$ cat config.mk
export PLATFORM = sky130hd
export DESIGN_NAME = gc_response_sequencer
export DESIGN_NICKNAME = d
export VERILOG_FILES = /design/src/rtl/gc_response_sequencer.sv
export SDC_FILE = /design/constraint.sdc
export NUM_CORES = 1
export LEC_CHECK = 0
export CAP_MARGIN = 30
export CORE_UTILIZATION = 32
export CTS_CLUSTER_SIZE = 30
export DETAILED_ROUTE_END_ITERATION = 8
export PLACE_DENSITY = 0.62
export SETUP_SLACK_MARGIN = 0.2
export SYNTH_ARGS = -nofsm -noshare
export SYNTH_HDL_FRONTEND = slang
export SYNTH_SLANG_ARGS = --single-unit
$ cat constraint.sdc
create_clock -name CLK -period 2.51 [get_ports CLK]
set_input_delay 0.502 -clock CLK [delete_from_list [all_inputs] [get_ports CLK]]
set_output_delay 0.502 -clock CLK [all_outputs]
set_load 0.005 [all_outputs]
$ cat src/rtl/gc_response_sequencer.sv
// gc_response_sequencer: collects GameCube controller bus command frames,
// validates them at the stop bit, builds the response image from live and
// calibrated inputs, waits out the bus turnaround, then starts the
// transmitter and holds the image until the transmitter reports done.
`timescale 1ns/1ps
module gc_response_sequencer #(
  parameter int TURNAROUND_CYCLES = 80,
  parameter int RX_TIMEOUT_CYCLES = 4000
) (
  input  logic        CLK,
  input  logic        RESET,
  input  logic [7:0]  rx_byte,
  input  logic        rx_valid,
  input  logic        rx_stop,
  input  logic [11:0] btn,
  input  logic [7:0]  joy_x,
  input  logic [7:0]  joy_y,
  input  logic [7:0]  cstick_x,
  input  logic [7:0]  cstick_y,
  input  logic [7:0]  analog_l,
  input  logic [7:0]  analog_r,
  input  logic        tx_done,
  output logic [79:0] tx_buffer,
  output logic [7:0]  tx_bit_total,
  output logic        tx_start,
  output logic        busy,
  output logic [1:0]  rumble
);

  // Timeout counter runs 0..RX_TIMEOUT_CYCLES-1; the frame is dropped on the last value.
  localparam int TO_W = (RX_TIMEOUT_CYCLES > 2) ? $clog2(RX_TIMEOUT_CYCLES) : 1;
  localparam logic [TO_W-1:0] TO_LAST = TO_W'(RX_TIMEOUT_CYCLES - 1);
  // tx_start is registered and EVAL costs one cycle, so TURN ends two counts early.
  localparam int TN_W = (TURNAROUND_CYCLES > 2) ? $clog2(TURNAROUND_CYCLES) : 1;
  localparam logic [TN_W-1:0] TURN_LAST = TN_W'((TURNAROUND_CYCLES > 2) ? (TURNAROUND_CYCLES - 2) : 0);

  typedef enum logic [2:0] {
    ST_IDLE = 3'd0,
    ST_RX   = 3'd1,
    ST_EVAL = 3'd2,
    ST_TURN = 3'd3,
    ST_SEND = 3'd4
  } state_t;

  state_t            state_r, state_next_s;
  logic [7:0]        byte0_r, byte1_r, byte2_r;
  logic [1:0]        count_r;
  logic              ovf_r;
  logic [TO_W-1:0]   timer_r;
  logic [TN_W-1:0]   turn_cnt_r;
  logic [7:0]        org_jx_r, org_jy_r, org_cx_r, org_cy_r, org_l_r, org_r_r;
  logic [79:0]       tx_buffer_r;
  logic [7:0]        tx_bit_total_r;
  logic              tx_start_r, busy_r;
  logic [1:0]        rumble_r;

  logic              cmd_ok_s, load_origin_s, load_rumble_s;
  logic [79:0]       resp_img_s;
  logic [7:0]        resp_bits_s;
  logic [7:0]        resp_b0_s, resp_b1_s;
  logic [47:0]       org_src_s;

  assign tx_buffer    = tx_buffer_r;
  assign tx_bit_total = tx_bit_total_r;
  assign tx_start     = tx_start_r;
  assign busy         = busy_r;
  assign rumble       = rumble_r;

  // Decode the captured frame and build the candidate response image.
  always_comb begin
    cmd_ok_s      = 1'b0;
    load_origin_s = 1'b0;
    load_rumble_s = 1'b0;
    resp_img_s    = 80'h0;
    resp_bits_s   = 8'd0;
    resp_b0_s     = {3'b000, btn[11:7]};
    resp_b1_s     = {1'b1, btn[6:0]};
    // Recalibrate answers with the values being latched, not the old origin.
    org_src_s     = (byte0_r == 8'h42)
                  ? {joy_x, joy_y, cstick_x, cstick_y, analog_l, analog_r}
                  : {org_jx_r, org_jy_r, org_cx_r, org_cy_r, org_l_r, org_r_r};
    case (byte0_r)
      8'h00, 8'hFF: begin
        cmd_ok_s    = (count_r == 2'd1) && !ovf_r;
        resp_img_s  = {24'h090003, 56'h0};
        resp_bits_s = 8'd24;
      end
      8'h40: begin
        cmd_ok_s      = (count_r == 2'd3) && !ovf_r;
        load_rumble_s = (count_r == 2'd3) && !ovf_r;
        resp_img_s    = {resp_b0_s, resp_b1_s, joy_x, joy_y, cstick_x, cstick_y,
                         analog_l, analog_r, 16'h0};
        resp_bits_s   = 8'd64;
      end
      8'h41: begin
        cmd_ok_s    = (count_r == 2'd1) && !ovf_r;
        resp_img_s  = {resp_b0_s, resp_b1_s, org_src_s, 16'h0};
        resp_bits_s = 8'd80;
      end
      8'h42: begin
        cmd_ok_s      = (count_r == 2'd3) && !ovf_r;
        load_origin_s = (count_r == 2'd3) && !ovf_r;
        resp_img_s    = {resp_b0_s, resp_b1_s, org_src_s, 16'h0};
        resp_bits_s   = 8'd80;
      end
      default: begin
        cmd_ok_s = 1'b0;
      end
    endcase
  end

  // Next-state logic for the receive/evaluate/turnaround/send sequence.
  always_comb begin
    state_next_s = state_r;
    case (state_r)
      ST_IDLE: begin
        if (rx_valid) state_next_s = ST_RX;
        else          state_next_s = ST_IDLE;
      end
      ST_RX: begin
        if (rx_stop)                 state_next_s = ST_EVAL;
        else if (rx_valid)           state_next_s = ST_RX;
        else if (timer_r == TO_LAST) state_next_s = ST_IDLE;
        else                         state_next_s = ST_RX;
      end
      ST_EVAL: begin
        if (cmd_ok_s) state_next_s = ST_TURN;
        else          state_next_s = ST_IDLE;
      end
      ST_TURN: begin
        if (turn_cnt_r == TURN_LAST) state_next_s = ST_SEND;
        else                         state_next_s = ST_TURN;
      end
      ST_SEND: begin
        if (tx_done) state_next_s = ST_IDLE;
        else         state_next_s = ST_SEND;
      end
      default: state_next_s = ST_IDLE;
    endcase
  end

  // State register.
  always_ff @(posedge CLK or negedge RESET) begin
    if (!RESET) state_r <= ST_IDLE;
    else        state_r <= state_next_s;
  end

  // Capture up to three command bytes; any further byte marks the frame as overflowed.
  always_ff @(posedge CLK or negedge RESET) begin
    if (!RESET) begin
      byte0_r <= 8'h00;
      byte1_r <= 8'h00;
      byte2_r <= 8'h00;
      count_r <= 2'd0;
      ovf_r   <= 1'b0;
    end else if ((state_r == ST_IDLE) && rx_valid) begin
      byte0_r <= rx_byte;
      count_r <= 2'd1;
      ovf_r   <= 1'b0;
    end else if ((state_r == ST_RX) && rx_valid) begin
      case (count_r)
        2'd1: begin
          byte1_r <= rx_byte;
          count_r <= 2'd2;
        end
        2'd2: begin
          byte2_r <= rx_byte;
          count_r <= 2'd3;
        end
        default: ovf_r <= 1'b1;
      endcase
    end
  end

  // Saturating receive-silence and turnaround counters.
  always_ff @(posedge CLK or negedge RESET) begin
    if (!RESET) begin
      timer_r    <= '0;
      turn_cnt_r <= '0;
    end else begin
      if ((state_r != ST_RX) || rx_valid || rx_stop) timer_r <= '0;
      else if (timer_r != TO_LAST)                   timer_r <= timer_r + TO_W'(1);
      if (state_r != ST_TURN)           turn_cnt_r <= '0;
      else if (turn_cnt_r != TURN_LAST) turn_cnt_r <= turn_cnt_r + TN_W'(1);
    end
  end

  // Origin (calibration) registers, reloaded by a valid recalibrate command.
  always_ff @(posedge CLK or negedge RESET) begin
    if (!RESET) begin
      org_jx_r <= 8'h80;
      org_jy_r <= 8'h80;
      org_cx_r <= 8'h80;
      org_cy_r <= 8'h80;
      org_l_r  <= 8'h00;
      org_r_r  <= 8'h00;
    end else if ((state_r == ST_EVAL) && load_origin_s) begin
      org_jx_r <= joy_x;
      org_jy_r <= joy_y;
      org_cx_r <= cstick_x;
      org_cy_r <= cstick_y;
      org_l_r  <= analog_l;
      org_r_r  <= analog_r;
    end
  end

  // Registered outputs: response image, start pulse, busy flag and rumble mode.
  always_ff @(posedge CLK or negedge RESET) begin
    if (!RESET) begin
      tx_buffer_r    <= 80'h0;
      tx_bit_total_r <= 8'd0;
      tx_start_r     <= 1'b0;
      busy_r         <= 1'b0;
      rumble_r       <= 2'b00;
    end else begin
      tx_start_r <= (state_r == ST_TURN) && (turn_cnt_r == TURN_LAST);
      busy_r     <= (state_next_s == ST_EVAL) || (state_next_s == ST_TURN) ||
                    (state_next_s == ST_SEND);
      if ((state_r == ST_EVAL) && cmd_ok_s) begin
        tx_buffer_r    <= resp_img_s;
        tx_bit_total_r <= resp_bits_s;
      end
      if ((state_r == ST_EVAL) && load_rumble_s) rumble_r <= byte2_r[1:0];
    end
  end

endmodule

==> summary.txt, run 1 <==
status: completed
largest net degree at the start of global routing: 57
nets: 900
initial antenna violation count: 0
Worst Skew: 0.0102 ns
TritonCTS clock tree: built
sequential share of the synthesized area: 50.1%
MaxCap Viol Count: 0
Die H: 155 um
Overflow after GRT: 0
RSZ-0062 raised after global routing: false
Mean Syn Cell Area: 10.7 sq um
Synth area leader: dfrtp_1
Post-DP Area: 9220 sq um
number of global-route vias before repair: 5897
vias after detailed routing: 6003
CTS Hold Bufs: 0
synth unique cells: 53
synth top area cells: dfrtp_1 (49%), a211oi_1 (9.4%), mux2_2 (8.6%)
R2R Path End: tx_buffer[36]
Cells after DPL: 1110
first-pass GRT wire length: 33.0 mm
HP Class: primary input to async pin
Port-buffer cells: 140
Post-Synthesis Cells: 698
CP max FO: 13
routed wire length: 20.9 mm
fin area: 9930 sq um
DIE AREA: 24000 sq um
mapped cell area: 7500 sq um
clock sinks: 150
Max VDD drop: 433 uV
Setup Crit Path Kind: flip-flop to flip-flop
antenna diode count: 0
layout cell share with drive strength beyond 1: 16.8%
area of the core: 22800 sq um
area grow syn2layout: 32.4%
Slew @ Worst Pin: 0.718 ns
Final Non-Filler Cells: 1147
GRT Overall Usage: 17.7%
critical path arrival: 2.52 ns
DR WL/cell: 18.2 um
Yosys Warn Count: 0
DRC: 0
Clock Root Buffer: clkbuf_16
r2r setup slk: 0.29 ns
CP peak stage delay: 0.58 ns
CP Data Required Time: 2.81 ns
GPL Wtd Cong: 0.730
Synth top area share: 48.7%
Inserted Clock Buffers: 17
final hold vios: 0
Relative slew margins: 52.2%
Worst Setup End Kind: flip-flop
H-tree depth: 4
Register-to-Register Path Depth: 6
row cnt: 55
Final min period: 2.22 ns
Setup crit start kind: flip-flop
pre-CTS setup slack: 0.175 ns
worst-skew pair later-pin latency: 0.42 ns
Tcrit/Tclk final: 88.4%
Clock Tree Buf Depth: 2
Post-DP HPWL: 12.7 mm
Crit path top cell by count: or4_4
Pre-Repair DR Iteration Count: 5
r2r startpoint: byte0_r[2]
Die X: 155 um
buffers and inverters on the worst path: 2
static leakage: 0.00388 uW
Final WS setup: 0.292 ns
Via density: 5.23
IO Count: 165
hold_ws: 0.0543 ns
Post-DRT Antenna Nets: 0
Final Setup Violations: 0
Power Dens Cells: 807 nW/um^2
FMAX: 451 MHz
Top delay family on crit path: simple AND/OR/NAND/NOR gates
initial DRC count: 376
Final Max Slew Viols: 0
critical path's slowest cell: or4_4
Yosys reg bits: 150
Reg clk slew, reported paths: 0.06 ns
crit path cell chain: or4_4 > or4_4 > a31oi_4 > buf_6 > clkbuf_16 > a211oi_1
setup TNS: 0 ns
initial core utilization: 32.9%
Yosys cell counts, drive strengths merged:
| cell | instances |
|---|---|
| nand4 | 5 |
| or4b | 1 |
| mux2i | 1 |
| xnor2 | 10 |
| nand3b | 1 |
| nor2b | 2 |
| a21oi | 55 |
| o21ai | 11 |
| or4bb | 1 |
| a31oi | 6 |
| nor4 | 6 |
| buf | 40 |
| nand3 | 9 |
| and3b | 1 |
| a31o | 2 |
| nand2b | 2 |
| a22oi | 2 |
| or2 | 1 |
| nor4b | 2 |
| mux2 | 57 |
| a21boi | 1 |
| nor3 | 4 |
| xor2 | 3 |
| inv | 12 |
| nor3b | 3 |
| nor2 | 21 |
| conb | 1 |
| or4 | 4 |
| a2bb2oi | 5 |
| clkbuf | 46 |
| o211ai | 2 |
| a221o | 1 |
| nand2 | 63 |
| or3 | 5 |
| a311oi | 1 |
| a22o | 55 |
| dfstp | 4 |
| and3 | 2 |
| a21o | 1 |
| ha | 6 |
| dfrtp | 146 |
| and4 | 3 |
| a211oi | 94 |
timing repair:
item / CTS / global route
cloned: 1 / 2
setup endpoints to repair: 47 / 51
buffers inserted: 2 / 0
pin swaps: 1 / 2
gates resized for setup: 2 / 2
power by group:
| part | switching, uW | total (uW) | internal [uW] | leakage (uW) |
|---|---|---|---|---|
| Combinational | 1470 | 2540 | 1080 | 0.00165 |
| Sequential | 236 | 2880 | 2640 | 0.00194 |
| Clock | 994 | 2590 | 1590 | 0.000286 |
| Total | 2700 | 8010 | 5310 | 0.00388 |
logic make-up after synthesis:
logic type | share of synthesized area (%)
muxes | 8.69
xor gates and xnor gates | 1.52
other | 0.0500
DFF | 50.1
and+or+nand+nor | 8.98
buffers and inverters | 6.48
adders and majority gates | 1.00
AOI/OAI and AO/OA | 23.1
cell type report:
cell class | count | area, sq um
Timing Repair Buffer | 167 | 1760
Clock inverter | 7 | 92.6
Inverter | 12 | 45.0
Clock buffer | 25 | 505
Tap cell | 313 | 392
Sequential cell | 150 | 3760
Multi-Input combinational cell | 473 | 3380
Fill cell | 2157 | 12900
worst max-delay path by stage:
stage | startpoint | end | slack, ns | cells past startpoint
2_1_floorplan | byte0_r[2] | tx_buffer[67] | 0.34 | 5
3_3_place_gp | byte0_r[2] | tx_buffer[45] | 0.21 | 5
3_5_place_dp | byte0_r[2] | tx_buffer[63] | 0.18 | 5
4_1_cts | byte0_r[2] | tx_buffer[30] | 0.21 | 6
5_1_grt | count_r[1] | tx_buffer[75] | 0.24 | 8
6_report | byte0_r[2] | tx_buffer[36] | 0.29 | 6
flip-flops by register name, summed over array words and instances, names as in the netlist, 2 cells and up:
| name | cells |
|---|---|
| tx_buffer | 61 |
| timer_r | 12 |
| byte0_r | 8 |
| org_cx_r | 8 |
| org_cy_r | 8 |
| org_jx_r | 8 |
| org_jy_r | 8 |
| org_l_r | 8 |
| org_r_r | 8 |
| turn_cnt_r | 7 |
| state_r | 3 |
| byte2_r | 2 |
| count_r | 2 |
| rumble | 2 |
| tx_bit_total | 2 |
metal layers:
| layer | GRT usage [%] | vias up | wire length, um |
|---|---|---|---|
| li1 | - | 2804 | - |
| met1 | 24.2 | 3039 | 9790 |
| met2 | 27.5 | 144 | 9600 |
| met3 | 4.90 | 16 | 1260 |
| met4 | 4.86 | 0 | 206 |
| met5 | 0 | - | 0 |
through the flow:
step / power (uW) / util (%)
final: 8010 / 43.6
after global routing: 8460 / 43.6
after CTS: 8090 / 43.3
after detailed placement: 5460 / 40.5
after global placement: 5420 / 40.5
after floorplan: 4450 / -
cells in the final DEF (no fill, tap or decap), types with 3 or more instances in the layout:
master,n
a211oi_1,94
a21oi_1,55
a22o_1,55
a2bb2oi_2,5
a31oi_1,5
and4_1,3
buf_12,7
buf_4,15
buf_6,3
clkbuf_1,3
clkbuf_16,19
clkbuf_8,5
clkdlybuf4s50_1,139
clkinvlp_4,3
conb_1,24
dfrtp_1,146
dfstp_2,4
ha_1,6
inv_1,10
mux2_2,57
nand2_1,63
nand3_1,9
nand4_1,5
nor2_1,20
nor3_1,3
nor4_1,4
o21ai_0,10
or3_1,5
xnor2_1,10
xor2_1,3
No activity file was read; power rests on OpenSTA's default activity.
==> inputs of run 2 (changes only) <==
==> constraint.sdc (replaced) <==
create_clock -name CLK -period 2.51 [get_ports CLK]
set_input_delay 0.3765 -clock CLK [delete_from_list [all_inputs] [get_ports CLK]]
set_output_delay 0.3765 -clock CLK [all_outputs]
set_load 0.005 [all_outputs]
==> run 2 against run 1 <==
Net effect: via count shrank 2.5%; final cell count about the same; setup slack worse by 0.038 ns; global-route usage down 0.40 points; combinational power is essentially flat; total power is 0.43% higher; core utilization about the same; die area unchanged; design area hardly changed; clock-buffer cell count down 2; critical path type unchanged.
==> summary.txt, run 2 (synthesis gave the netlist of run 1 again) <==
Post-DRT Antenna Nets: 0 (unchanged)
Largest register FFs: 61 (unchanged)
worst-skew pair later-pin latency: 0.42 ns (about the same)
MaxCap Viol Count: 0 (unchanged)
CP peak stage delay: 0.57 ns (about the same)
r2r setup slk: 0.25 ns (-0.04 ns)
Setup Crit Path Kind: flip-flop to flip-flop
DRC: 0 (unchanged)
GPL Wtd Cong: 0.742 (+1.6%)
Top delay family on crit path: simple AND/OR/NAND/NOR gates
largest net degree at the start of global routing: 67 (+18%)
setup TNS: 0 ns (unchanged)
commonest non-fill, non-tap cell in the layout: dfrtp_1
Relative slew margins: 53.8% (+1.6 points)
r2r startpoint: byte0_r[2]
buffers and inverters on the worst path: 2 (unchanged)
DR WL/cell: 17.6 um (-3.3%)
layout cell share with drive strength beyond 1: 16.7% (-0.10 points)
TritonCTS clock tree: built
Reg clk slew, reported paths: 0.06 ns (about the same)
antenna diode count: 0 (unchanged)
Pre-Repair DR Iteration Count: 4 (-1)
Max VDD drop: 615 uV (+42%)
Register-to-Register Path Depth: 6 (unchanged)
DIE AREA: 24000 sq um (unchanged)
most frequent cells in the layout: dfrtp_1 (146), clkdlybuf4s50_1 (139), a211oi_1 (94)
area of the core: 22800 sq um (unchanged)
initial core utilization: 32.9% (unchanged)
Die X: 155 um (unchanged)
crit path cell chain: or4_4 > or4_4 > a31oi_4 > buf_12 > buf_6 > a211oi_1
Inserted Clock Buffers: 17 (unchanged)
HP Class: primary input to async pin
Tcrit/Tclk final: 89.9% (+1.5 points)
status: completed
Worst Skew: 0.00689 ns (-0.00331 ns)
Slew @ Worst Pin: 0.693 ns (-0.0246 ns)
row cnt: 55 (unchanged)
Final min period: 2.26 ns (+0.0385 ns)
IO Count: 165 (unchanged)
Port-buffer cells: 140 (unchanged)
Overflow after GRT: 0 (unchanged)
CP max FO: 11 (-2)
H-tree depth: 4 (unchanged)
Post-DP HPWL: 12.7 mm (+0.41%)
final hold vios: 0 (unchanged)
Worst Setup End Kind: flip-flop
area grow syn2layout: 32.4% (about the same)
fin area: 9920 sq um (about the same)
static leakage: 0.00388 uW (about the same)
critical path arrival: 2.55 ns (+0.03 ns)
RSZ-0062 raised after global routing: false
Clock Tree Buf Depth: 2 (unchanged)
first-pass GRT wire length: 32.3 mm (-2.1%)
FMAX: 443 MHz (-1.7%)
Power Dens Cells: 811 nW/um^2 (+0.46%)
initial antenna violation count: 0 (unchanged)
Post-DP Area: 9220 sq um (about the same)
Crit path top cell by count: or4_4
nets: 899 (-0.11%)
critical path's slowest cell: or4_4
clock sinks: 150 (unchanged)
Clock Root Buffer: clkbuf_16
Fillers: 2153 (-0.19%)
R2R Path End: tx_buffer[29]
Setup crit start kind: flip-flop
Via density: 5.11 (-2.4%)
Final Setup Violations: 0 (unchanged)
routed wire length: 20.1 mm (-3.4%)
initial DRC count: 354 (-5.9%)
Final Max Slew Viols: 0 (unchanged)
vias after detailed routing: 5854 (-2.5%)
number of global-route vias before repair: 5897 (unchanged)
Die H: 155 um (unchanged)
GRT Overall Usage: 17.3% (-0.40 points)
CP Data Required Time: 2.81 ns (about the same)
-- run 2: changes by cell type in the layout (fill, tap and decap cells not counted), sizes merged --
cell / change
dlygate4sd3: +1
clkinvlp: -1
bufinv: +1
clkbuf: -3
clkinv: +2
buf: -1
-- run 2: worst reg2reg max path: stages, from the launching register on --
cell and delay [ns]:
dfrtp_1 0.41, or4_4 0.57, or4_4 0.47, a31oi_4 0.28, buf_12 0.16, buf_6 0.15, a211oi_1 0.09
-- run 2: cell type report --
class / count / area, sq um / area share [%]
Timing Repair Buffer: 166 / 1750 / 17.6
Multi-Input combinational cell: 473 / 3380 / 34.1
Clock buffer: 23 / 478 / 4.82
Inverter: 12 / 45.0 / 0.454
Clock inverter: 9 / 125 / 1.26
Tap cell: 313 / 392 / 3.95
Sequential cell: 150 / 3760 / 37.9
-- run 2: what timing repair did --
item,CTS,global route
gates resized for setup,0,4
endpoints found under the setup margin,0,40
endpoints found under the hold margin,32,0
hold buffers,1,0
buffers inserted,0,2
-- run 2: power by group --
group          total (uW)  internal [uW]  switching, uW  leakage, uW
registers            2880           2640            240      0.00194
clock network        2630           1640            997     0.000293
logic                2530           1090           1440      0.00164
-- run 2: metrics by stage --
stage               total power (uW)  worst slack [ns]  hold slack [ns]  util, %  std cells
finish                          8050             0.253            0.433     43.6       1146
global route                    8530             0.178            0.473     43.6       1146
CTS                             8120             0.218            0.452     43.2       1141
detailed placement              5440             0.222            0.318     40.5       1108
global placement                5420             0.247            0.314     40.5       1108
floorplan                       4450             0.343           0.0809        -        721
-- run 2: metal layers --
metal	share of wire [%]	global-route usage, %
met1	47	23.6
met2	46	26.6
met3	5.9	4.62
met4	0.99	5.52
met5	0	0
-- run 2: how the worst max path moves through the flow --
stage	from	to	slack [ns]	cells past startpoint
after floorplan	byte0_r[2]	tx_buffer[67]	0.34	5
after global placement	byte0_r[2]	tx_buffer[36]	0.25	5
after detailed placement	byte0_r[2]	tx_buffer[60]	0.22	5
after CTS	byte0_r[2]	tx_buffer[60]	0.22	5
after global routing	byte0_r[2]	tx_buffer[29]	0.18	6
final	byte0_r[2]	tx_buffer[29]	0.25	6
==> inputs of run 3 (changes only) <==
--- a/config.mk
+++ b/config.mk
@@ -5,7 +5,6 @@
 export SDC_FILE = /design/constraint.sdc
 export NUM_CORES = 1
 export LEC_CHECK = 0
-export CAP_MARGIN = 30
 export CORE_UTILIZATION = 32
 export CTS_CLUSTER_SIZE = 30
 export DETAILED_ROUTE_END_ITERATION = 8
==> results of run 3 <==
No change in the layout: final DEF, timing and power equal those of run 2.
